`config.mk`:
```
export PLATFORM = sky130hd
export DESIGN_NAME = serial_to_parallel
export DESIGN_NICKNAME = d
export VERILOG_FILES = /design/src/rtl/utils_pkg.sv /design/src/rtl/s2p_out_slot.sv /design/src/rtl/serial_to_parallel.sv
export SDC_FILE = /design/constraint.sdc
export NUM_CORES = 1
export LEC_CHECK = 0
export BUFFER_PORTS_ARGS = -buffer_cell sky130_fd_sc_hd__buf_2
export CORE_MARGIN = 10
export CORE_UTILIZATION = 55
export CTS_CLUSTER_SIZE = 12
export DETAILED_ROUTE_END_ITERATION = 12
export HOLD_SLACK_MARGIN = 0.06
export PLACE_DENSITY = 0.9
export SYNTH_ARGS = -nofsm -noshare
export SYNTH_HDL_FRONTEND = slang
export SYNTH_SLANG_ARGS = --single-unit
```
`constraint.sdc`:
```
create_clock -name clk -period 3.6 [get_ports clk]
set_input_delay 0.36 -clock clk [delete_from_list [all_inputs] [get_ports clk]]
set_output_delay 0.36 -clock clk [all_outputs]
set_load 0.01 [all_outputs]
```
`src/rtl/utils_pkg.sv`:
```
// Shared width helpers for counter and lane-count fields.
package utils_pkg;

  function automatic int unsigned cnt_width(input int unsigned n);
    return (n <= 1) ? 1 : $clog2(n);
  endfunction

  function automatic int unsigned lanes_width(input int unsigned n);
    return $clog2(n + 1);
  endfunction

endpackage

```
`src/rtl/s2p_out_slot.sv`:
```
// Single-entry valid/ready output register: load, hold under backpressure, clear on accept.
module s2p_out_slot #(
  parameter int unsigned W = 32
) (
  input  logic         clk,
  input  logic         rst,
  input  logic         load,
  input  logic [W-1:0] load_data,
  input  logic         ready_out,
  output logic         valid_out,
  output logic [W-1:0] data_out
);

  logic         valid_q, valid_d;
  logic [W-1:0] data_q, data_d;

  always_comb begin
    valid_d = valid_q;
    data_d  = data_q;
    if (load) begin
      valid_d = 1'b1;
      data_d  = load_data;
    end else if (valid_q && ready_out) begin
      valid_d = 1'b0;
    end
  end

  always_ff @(posedge clk) begin
    if (rst) begin
      valid_q <= 1'b0;
      data_q  <= '0;
    end else begin
      valid_q <= valid_d;
      data_q  <= data_d;
    end
  end

  assign valid_out = valid_q;
  assign data_out  = data_q;

endmodule

```
`src/rtl/serial_to_parallel.sv`:
```
// Gathers N serial words into one parallel group (lane 0 = first word).
// Optional early group close via last_in/lanes_out when SERIAL_TO_PARALLEL_LAST_EN is defined.
module serial_to_parallel
  import utils_pkg::*;
#(
  parameter int unsigned DATA_WIDTH = 32,
  parameter int unsigned N          = 2
) (
  input  logic                            clk,
  input  logic                            rst,
  input  logic                            valid_in,
  input  logic [DATA_WIDTH-1:0]           data_in,
  output logic                            ready_in,
  output logic [0:N-1][DATA_WIDTH-1:0]    data_out,
  output logic                            valid_out,
  input  logic                            ready_out
`ifdef SERIAL_TO_PARALLEL_LAST_EN
  ,
  input  logic                            last_in,
  output logic [lanes_width(N)-1:0]       lanes_out
`endif
);

  localparam int unsigned CW = cnt_width(N);
  localparam int unsigned GW = N * DATA_WIDTH;
`ifdef SERIAL_TO_PARALLEL_LAST_EN
  localparam int unsigned LW = lanes_width(N);
  localparam int unsigned SW = GW + LW;
`else
  localparam int unsigned SW = GW;
`endif

  logic [CW-1:0]                  count_q, count_d;
  logic                           at_end, closing, accept_in, load;
  logic [0:N-1][DATA_WIDTH-1:0]   group;
  logic [SW-1:0]                  slot_d, slot_q;

  always_comb begin
    at_end = (count_q == CW'(N - 1));
`ifdef SERIAL_TO_PARALLEL_LAST_EN
    closing  = at_end || last_in;
    ready_in = (!at_end && !(valid_in && last_in)) || !valid_out || ready_out;
`else
    closing  = at_end;
    ready_in = !at_end || !valid_out || ready_out;
`endif
    accept_in = valid_in && ready_in;
    load      = accept_in && closing;
    count_d   = count_q;
    if (accept_in) count_d = closing ? '0 : count_q + 1'b1;
  end

  always_ff @(posedge clk) begin
    if (rst) count_q <= '0;
    else     count_q <= count_d;
  end

  if (N > 1) begin : g_acc
    logic [0:N-2][DATA_WIDTH-1:0] acc_q, acc_d;

    always_comb begin
      acc_d = acc_q;
      if (accept_in && !closing) begin
        for (int unsigned k = 0; k < N - 1; k++) begin
          if (count_q == CW'(k)) acc_d[k] = data_in;
        end
      end
    end

    always_ff @(posedge clk) begin
      if (rst) acc_q <= '0;
      else     acc_q <= acc_d;
    end

    // Lanes past the closing word are zeroed, which covers early-closed groups too.
    always_comb begin
      group = '0;
      for (int unsigned k = 0; k < N - 1; k++) begin
        if (CW'(k) < count_q)       group[k] = acc_q[k];
        else if (CW'(k) == count_q) group[k] = data_in;
      end
      if (count_q == CW'(N - 1)) group[N-1] = data_in;
    end
  end else begin : g_single
    always_comb group = data_in;
  end

  always_comb begin
`ifdef SERIAL_TO_PARALLEL_LAST_EN
    slot_d = {LW'(count_q) + LW'(1), group};
`else
    slot_d = group;
`endif
  end

  s2p_out_slot #(.W(SW)) u_out_slot (
    .clk      (clk),
    .rst      (rst),
    .load     (load),
    .load_data(slot_d),
    .ready_out(ready_out),
    .valid_out(valid_out),
    .data_out (slot_q)
  );

  always_comb begin
`ifdef SERIAL_TO_PARALLEL_LAST_EN
    {lanes_out, data_out} = slot_q;
`else
    data_out = slot_q;
`endif
  end

endmodule

```
==> reports/metrics.yaml, run 1 <==
yosys:
  synth_warnings: 0
  synthesis.nets: 463
  ys_seq_elements: 98
  synth_area_leader_cell: "dfxtp_1"
  synth_compound_area_share_pct: 4.02
  yosys.area_share.simple_pct: 26.8
  synth_mux_area_share_pct: 15.6
  synth.avg_cell_area_um2: 9.61
  synth_area_leaders: "dfxtp_1, nand2b_1, mux2i_1"
  netlist_area_um2: 4100
  synthCells: 427
  synth_top_area_share_pct: 47.8
  ys_seq_area_share_pct: 47.8
  synth_fa_ha_area_share_pct: 0
  synth_cell_types: 16
  synth_xor_area_share_pct: 0
  synth_top_family_by_area: "simple AND/OR/NAND/NOR gates"
power:
  ir_worst_vdd_v: 0.000251
  comb_power_share_pct: 10.5
  power.density_nw_per_um2: 439
  clockPowerShare_pct: 34.1
  p_sw_mw: 0.511
  p_sw_share_pct: 24.6
  p_seq_share_pct: 55.4
  leakage_nw: 1.95
  intPower_mw: 1.57
route:
  dr.pass1.iters: 4
  postRouteAntennaNets: 0
  totalWireLength_um: 8590
  initialDrtViolationCount: 119
  via_per_inst: 4.86
  drc: 0
  wl_per_cell_um: 14.0
  vias: 2988
clock_tree:
  cts_root_buf: "clkbuf_8"
  cts-buffers-inserted: 9
  hold_buffers: 0
  ctsHtreeMaxLevel: 3
  clk_pin_slew_worst_paths_ns: 0.10
  cts_resized: 0
  clock_path_buffers: 2
  insertion_delay_ns: 0.34
  post-cts-setup-buffers: 0
  cts_tree: "yes"
  clkSinkCount: 98
finish:
  layout-drive-gt1-share_pct: 24.2
  areaGrowthSynthToFinish_pct: 15.4
  nets: 547
  n_antenna_cell: 0
  final_common_cell: "nand2b_1"
  layout_common_cells: "nand2b_1, buf_2, dfxtp_1, nand2_1, mux2i_1"
sta:
  tightest_slew_ns: 1.14
  finalCritPeriodShare_pct: 42.0
  hold_viol: 0
  max_freq_mhz: 661
  finalCriticalPeriod_ns: 1.51
  final.setup.tns_ns: 0
  slew_headroom_pct: 24.2
  setup_viol: 0
  skew_ns: 0.0134
  slew_violations: 0
  rsz0062_at_grt: "false"
  fin_ws_ns: 2.09
placed_design:
  port_buffers: 101
  dp_hpwl_um: 6020
  place_congestion: 0.795
  post-place-ws_ns: 1.91
setup_path:
  criticalPathCategory: "reg2reg"
  critPathCaptureType: "register"
  worstPathArrival_ns: 1.78
  reg2regPathDepth: 4
  path_max_fanout: 36
  crit_required_ns: 3.87
  startpoint_type: "register"
run:
  drv_cap: 0
global_routing:
  first_global_vias: 2971
  antenna_found_initial: 0
  track_usage_pct: 14.6
  grt_max_degree: 163
  overflow: 0
  grt_pass1_wl_um: 13900
floorplan:
  core_um2: 7250
  die-height_um: 106
  die-width_um: 106
  io_pins: 102
  rows: 31
  initial_utilization_pct: 56.6
  die_area_um2: 11300
worst_hold_path:
  min_path_cells: 3
  hp-class: "in2reg"
run_status:
  status: "finished, final reports clean"
cells in the mapped netlist:
library cell  instances
nand2_1              64
nor2b_4               1
nor3_2                1
mux2i_1              64
buf_4                 2
nand2b_1            130
nor2_1                1
buf_12                5
nor2b_1               1
a21oi_1              33
clkbuf_1             12
buf_2                12
dfxtp_1              98
nand2_2               1
nand3b_1              1
buf_8                 1
state kept, by name (all words and copies together), names as in the netlist:
signal / cells
g_acc.acc_q: 32
at_end: 1
u_out_slot.valid_out: 1
u_out_slot.data_out: 64
layout make-up:
class	count	area, µm²
tap	99	124
fill	616	2520
timing repair buffer	105	538
clock inverter	6	66.3
sequential	98	1960
multi-input combinational	297	1910
clock buffer	10	138
through the flow:
stage	cell area (µm²)	total power, mW	hold WS [ns]	std cells	util [%]
floorplan	4100	1.34	0.437	427	-
global placement	4530	1.39	0.442	599	62.5
detailed placement	4530	1.40	0.447	599	62.5
CTS	4740	2.10	0.251	615	65.3
global route	4740	2.17	0.264	615	65.3
finish	4740	2.08	0.264	615	65.3
critical path: stages (launching register included):
cell and delay [ns]:
dfxtp_1 0.42, nand2_2 0.10, nor2b_4 0.12, buf_4 0.50, mux2i_1 0.29
final timing paths:
| kind | start | endpoint | slack [ns] |
|---|---|---|---|
| setup / recovery | at_end | u_out_slot.data_out[19] | 2.09 |
| hold / removal | data_in[2] | g_acc.acc_q[2] | 0.26 |
| setup reg to reg | at_end | u_out_slot.data_out[19] | 2.09 |
| hold reg to reg | g_acc.acc_q[29] | g_acc.acc_q[29] | 0.46 |
routing by layer:
metal | GRT usage (%) | routed length [µm] | vias to the layer above | share of wire (%)
met5 | 0 | 0 | - | 0
met4 | 5.22 | 109 | 0 | 1.3
met3 | 4.23 | 461 | 10 | 5.4
met2 | 24.2 | 4100 | 70 | 48
met1 | 17.7 | 3920 | 1379 | 46
li1 | - | - | 1529 | -
power by group through the flow:
stage | Combinational [mW] | Sequential, mW | Clock [mW]
after floorplan | 0.155 | 1.18 | 0
after global placement | 0.215 | 1.17 | 0
after detailed placement | 0.222 | 1.18 | 0
after CTS | 0.222 | 1.15 | 0.729
after global routing | 0.243 | 1.16 | 0.770
final | 0.219 | 1.15 | 0.709
cell families (layout without fill, tap and decap cells):
logic type,Yosys count,count (layout)
flops,98,98
buf+inv,32,121
compound gates,33,33
mux,64,64
simple gates,200,200
(Power assumes the default switching activity.)
==> inputs of run 2 (changes only) <==
CORE_UTILIZATION = 53   (was 55)
PLACE_DENSITY = 0.87   (was 0.9)
clock period = 1.5 ns   (was 3.6 ns; I/O delays follow)
==> run 2 against run 1 <==
Effect of this change: clock skew hardly changed; utilization is 2.0 points higher; clock power is 150% higher; largest power group unchanged; sequential share of layout area is 3.3 points lower; largest cell class unchanged; via count is 6.6% higher; die area is 3.1% higher; global-route usage is 2.3 points higher; worst setup slack worse by 1.9 ns; final cell count is 6.5% higher; cell area is 8.7% higher; power is 150% higher; fmax is 16% higher.
==> reports/metrics.yaml, run 2 (same netlist as run 1, synthesis figures left out) <==
floorplan:
  rows: 32  # was 31
  die_area_um2: 11700  # was 11300 µm²
  initial_utilization_pct: 53.7  # was 56.6%
  core_um2: 7650  # was 7250 µm²
  die-height_um: 108  # was 106 µm
  die-width_um: 108  # was 106 µm
  io_pins: 102  # unchanged
sta:
  max_freq_mhz: 767  # was 661 MHz
  slew_violations: 0  # unchanged
  tightest_slew_ns: 0.308  # was 1.14 ns
  setup_viol: 0  # unchanged
  slew_headroom_pct: 79.4  # was 24.2%
  final.setup.tns_ns: 0  # unchanged
  skew_ns: 0.0133  # was 0.0134 ns
  hold_viol: 0  # unchanged
  whs_ns: 0.109  # was 0.264 ns
  rsz0062_at_grt: "false"  # unchanged
  finalCriticalPeriod_ns: 1.30  # was 1.51 ns
  finalCritPeriodShare_pct: 87.0  # was 42.0%
route:
  dr.pass1.iters: 4  # unchanged
  vias: 3186  # was 2988
  postRouteAntennaNets: 0  # unchanged
  wl_per_cell_um: 14.6  # was 14.0 µm
  via_per_inst: 4.86  # about the same
  initialDrtViolationCount: 145  # was 119
  drc: 0  # unchanged
  totalWireLength_um: 9590  # was 8590 µm
clock_tree:
  post-cts-setup-buffers: 0  # unchanged
  cts_resized: 0  # unchanged
  clk_pin_slew_worst_paths_ns: 0.09  # was 0.10 ns
  cts_tree: "yes"  # unchanged
  ctsHtreeMaxLevel: 3  # unchanged
  clock_path_buffers: 2  # unchanged
  hold_buffers: 32  # was 0
  insertion_delay_ns: 0.35  # was 0.34 ns
  cts_root_buf: "clkbuf_8"  # unchanged
  cts-buffers-inserted: 9  # unchanged
  clkSinkCount: 98  # unchanged
finish:
  final_cell_area_um2: 5150  # was 4740 µm²
  largest_register_ffs: 64  # unchanged
  seqCellArea_um2: 1960  # unchanged
  final_common_cell: "nand2b_1"  # unchanged
  post-route-util_pct: 67.3  # was 65.3%
  n_antenna_cell: 0  # unchanged
  layout-drive-gt1-share_pct: 23.3  # was 24.2%
  nets: 584  # was 547
  multi_input_area_um2: 1910  # unchanged
  areaGrowthSynthToFinish_pct: 25.5  # was 15.4%
  layout_common_cells: "nand2b_1, buf_2, dfxtp_1, nand2_1, mux2i_1"  # unchanged
  fillers: 605  # was 616
global_routing:
  overflow: 0  # unchanged
  antenna_found_initial: 0  # unchanged
  grt_max_degree: 75  # was 163
  track_usage_pct: 16.9  # was 14.6%
  grt_pass1_wl_um: 16100  # was 13900 µm
  first_global_vias: 3217  # was 2971
placed_design:
  place_congestion: 0.813  # was 0.795
  dp_hpwl_um: 6290  # was 6020 µm
  port_buffers: 101  # unchanged
  dpl-instance-area_um2: 4620  # was 4530 µm²
worst_hold_path:
  hp-class: "in2reg"  # unchanged
power:
  power.density_nw_per_um2: 999  # was 439 nW/µm²
  ir_worst_vdd_v: 0.000678  # was 0.000251 V
  leakage_nw: 2.13  # was 1.95 nW
setup_path:
  max_stage_delay_ns: 0.43  # was 0.50 ns
  critPathTopFamily: "flip-flops"  # was buffers and inverters
  path_max_fanout: 36  # unchanged
  worstReg2RegEnd: "u_out_slot.data_out[4]"  # was u_out_slot.data_out[19]
  critPathCaptureType: "register"  # unchanged
  rrSetupSlack_ns: 0.20  # was 2.09 ns
  cp_slowest_cell: "dfxtp_1"  # was buf_4
  crit_start: "at_end"  # unchanged
  cp.depth: 4  # unchanged
  rr_startpoint: "at_end"  # unchanged
  reg2regPathDepth: 4  # unchanged
  cp_cell_sequence: "nand2_2, nor2b_4, buf_12, mux2i_1"  # was nand2_2, nor2b_4, buf_4, mux2i_1
  critPathCapture: "u_out_slot.data_out[4]"  # was u_out_slot.data_out[19]
  cp_num_buf_inv: 1  # unchanged
  worstPathArrival_ns: 1.58  # was 1.78 ns
  startpoint_type: "register"  # unchanged
  crit_required_ns: 1.78  # was 3.87 ns
  criticalPathCategory: "reg2reg"  # unchanged
run:
  drv_cap: 0  # unchanged
run_status:
  status: "finished, final reports clean"  # unchanged
==> run 2: power breakdown <==
| group | leakage [nW] | switching, mW | internal [mW] |
|---|---|---|---|
| sequential | 0.798 | 0.0587 | 2.71 |
| combinational | 1.23 | 0.310 | 0.319 |
| clock | 0.0986 | 0.888 | 0.861 |
==> run 2: worst reg2reg max path, stage by stage, from the launching register on <==
cell and delay, ns:
dfxtp_1 0.43, nand2_2 0.10, nor2b_4 0.18, buf_12 0.26, mux2i_1 0.27
==> run 2: worst min-delay path by stage <==
| stage | start | end | slack (ns) | cells after the start |
|---|---|---|---|---|
| after floorplan | data_in[0] | g_acc.acc_q[0] | 0.29 | 2 |
| after global placement | data_in[30] | g_acc.acc_q[30] | 0.40 | 3 |
| after detailed placement | data_in[24] | g_acc.acc_q[24] | 0.41 | 3 |
| after CTS | valid_in | at_end | 0.08 | 3 |
| after global routing | valid_in | u_out_slot.valid_out | 0.13 | 3 |
| final | valid_in | at_end | 0.11 | 3 |
==> run 2: metrics by stage <==
step / worst slack [ns] / instances / power, mW
2_1_floorplan: 0.381 / 427 / 3.21
3_3_place_gp: 0.299 / 607 / 3.36
5_1_grt: 0.0979 / 655 / 5.36
4_1_cts: 0.208 / 655 / 5.18
6_report: 0.196 / 655 / 5.14
3_5_place_dp: 0.223 / 607 / 3.38
==> run 2: metal layers <==
metal / GRT usage (%) / part of all wire, % / up-vias
met5: 0 / 0 / -
met4: 7.54 / 2.1 / 0
li1: - / - / 1608
met3: 4.28 / 5.1 / 17
met2: 28.3 / 50 / 78
met1: 19.9 / 43 / 1483
==> run 2: cell type report <==
cell class / count / area share, %
flip-flops and latches: 98 / 38.1
clock buffers: 12 / 3.01
repair buffers: 142 / 18.4
multi-input cells: 297 / 37.1
well taps: 102 / 2.48
clock inverters: 4 / 0.972
==> inputs of run 3 (changes only) <==
CORE_MARGIN = unset   (was 10)
CORE_UTILIZATION = 55   (was 53)
CTS_BUF_LIST = sky130_fd_sc_hd__clkbuf_4 sky130_fd_sc_hd__clkbuf_8   (was unset)
PLACE_DENSITY = 0.9   (was 0.87)
==> run 3 against run 2 <==
Effect of this change: register-to-register slack about the same; sequential share of layout area about the same; clock power grew 9%; critical endpoint is now u_out_slot.data_out[9]; combinational power down 0.8%; first-iteration DRC count is 7.6% lower; routed wire length decreased by 12%; power up 2.8%; utilization grew 4.0 points; global-route usage grew 5.6 points; non-clock buffer count fell by 5; critical path depth is the same; worst setup slack barely moved.
==> reports/metrics.yaml, run 3 (same netlist as run 1, synthesis figures left out) <==
finish:
  areaGrowthSynthToFinish_pct: 25.5  # about the same
  layout-drive-gt1-share_pct: 23.2  # was 23.3%
  fillers: 545  # was 605
  nets: 579  # was 584
  n_antenna_cell: 0  # unchanged
  layout_common_cells: "nand2b_1, buf_2, dfxtp_1, nand2_1, mux2i_1"  # unchanged
  largest_register_ffs: 64  # unchanged
  post-route-util_pct: 71.4  # was 67.3%
  final_cell_area_um2: 5150  # about the same
  finalNonFillerCells: 647  # was 655
  final_common_cell: "nand2b_1"  # unchanged
sta:
  finalCriticalPeriod_ns: 1.30  # about the same
  fin_ws_ns: 0.196  # about the same
  max_freq_mhz: 767  # about the same
  final.setup.tns_ns: 0  # unchanged
  whs_ns: 0.0767  # was 0.109 ns
  slew_violations: 0  # unchanged
  skew_ns: 0.00874  # was 0.0133 ns
  setup_viol: 0  # unchanged
  slew_headroom_pct: 83.3  # was 79.4%
  finalCritPeriodShare_pct: 87.0  # about the same
  hold_viol: 0  # unchanged
  rsz0062_at_grt: "false"  # unchanged
  tightest_slew_ns: 0.251  # was 0.308 ns
global_routing:
  first_global_vias: 2873  # was 3217
  antenna_found_initial: 0  # unchanged
  overflow: 0  # unchanged
  track_usage_pct: 22.4  # was 16.9%
  grt_max_degree: 84  # was 75
  grt_pass1_wl_um: 13500  # was 16100 µm
clock_tree:
  cts_tree: "yes"  # unchanged
  clk_pin_slew_worst_paths_ns: 0.09  # about the same
  cts_root_buf: "clkbuf_8"  # unchanged
  post-cts-setup-buffers: 0  # unchanged
  clock_path_buffers: 2  # unchanged
  ctsHtreeMaxLevel: 3  # unchanged
  cts_resized: 0  # unchanged
  insertion_delay_ns: 0.35  # about the same
  clkSinkCount: 98  # unchanged
  cts-buffers-inserted: 9  # unchanged
setup_path:
  startpoint_type: "register"  # unchanged
  rr_startpoint: "at_end"  # unchanged
  critPathTopFamily: "flip-flops"  # unchanged
  criticalPathCategory: "reg2reg"  # unchanged
  crit_required_ns: 1.77  # was 1.78 ns
  cp_num_buf_inv: 1  # unchanged
  reg2regPathDepth: 4  # unchanged
  path_max_fanout: 31  # was 36
  cp_cell_sequence: "nand2_2, nor2b_4, buf_12, mux2i_1"  # unchanged
  critPathCaptureType: "register"  # unchanged
  worstReg2RegEnd: "u_out_slot.data_out[9]"  # was u_out_slot.data_out[4]
  cp_slowest_cell: "dfxtp_1"  # unchanged
  max_stage_delay_ns: 0.41  # was 0.43 ns
  rrSetupSlack_ns: 0.20  # about the same
  worstPathArrival_ns: 1.57  # was 1.58 ns
floorplan:
  io_pins: 102  # unchanged
  initial_utilization_pct: 56.9  # was 53.7%
  rows: 31  # was 32
  core_um2: 7210  # was 7650 µm²
  die-height_um: 88.4  # was 108 µm
  die_area_um2: 7810  # was 11700 µm²
  die-width_um: 88.4  # was 108 µm
route:
  drc: 0  # unchanged
  initialDrtViolationCount: 134  # was 145
  via_per_inst: 4.93  # was 4.86
  vias: 3192  # was 3186
  dr.pass1.iters: 5  # was 4
  postRouteAntennaNets: 0  # unchanged
  wl_per_cell_um: 13.1  # was 14.6 µm
  totalWireLength_um: 8460  # was 9590 µm
placed_design:
  post-place-ws_ns: 0.215  # was 0.223 ns
  dp.cells: 601  # was 607
  port_buffers: 101  # unchanged
  place_congestion: 0.784  # was 0.813
  dpl-instance-area_um2: 4620  # about the same
  dp_hpwl_um: 5160  # was 6290 µm
run:
  drv_cap: 0  # unchanged
power:
  ir_worst_vdd_v: 0.000597  # was 0.000678 V
  leakage_nw: 2.13  # about the same
  power.density_nw_per_um2: 1030  # was 999 nW/µm²
  finalPower_mw: 5.29  # was 5.14 mW
worst_hold_path:
  hp-class: "in2reg"  # unchanged
  worstHoldStart: "data_in[30]"  # was valid_in
  hold_end: "u_out_slot.data_out[30]"  # was at_end
  min_path_cells: 3  # unchanged
run_status:
  status: "finished, final reports clean"  # unchanged
run 3: worst max-delay path by stage:
| stage | from | to | cells past startpoint |
|---|---|---|---|
| after floorplan | u_out_slot.valid_out | u_out_slot.data_out[14] | 5 |
| after global placement | at_end | u_out_slot.data_out[44] | 4 |
| after detailed placement | at_end | u_out_slot.data_out[9] | 4 |
| after CTS | at_end | u_out_slot.data_out[9] | 4 |
| after global routing | at_end | u_out_slot.data_out[9] | 4 |
| final | at_end | u_out_slot.data_out[9] | 4 |
run 3: final cells by class:
type / instances / area, µm² / share of cell area [%]
clock buffers: 10 / 138 / 2.67
flip-flops and latches: 98 / 1960 / 38.1
well taps: 99 / 124 / 2.41
clock inverters: 6 / 87.6 / 1.70
multi-input cells: 297 / 1910 / 37.1
repair buffers: 137 / 928 / 18.0
run 3: tightest hold or removal path, delay by kind of cell:
kind	cells	cell delay (ns)
buffers and inverters	1	0.11
muxes	1	0.06
and+or+nand+nor	1	0.06
run 3: metal layers:
layer	vias up	GRT usage, %	wire (µm)
met3	14	4.94	495
met2	105	37.3	4110
met4	0	10.4	125
met1	1478	27.8	3730
met5	-	0	0
li1	1595	-	-
run 3: repair_timing:
action	4_1_cts	5_1_grt
hold buffers	30	0
endpoints found under the setup margin	0	0
endpoints found under the hold margin	42	0
run 3: power by group:
group	switching, mW	internal [mW]	total [mW]
Clock	0.908	0.992	1.90
Sequential	0.0563	2.71	2.76
Combinational	0.306	0.318	0.624
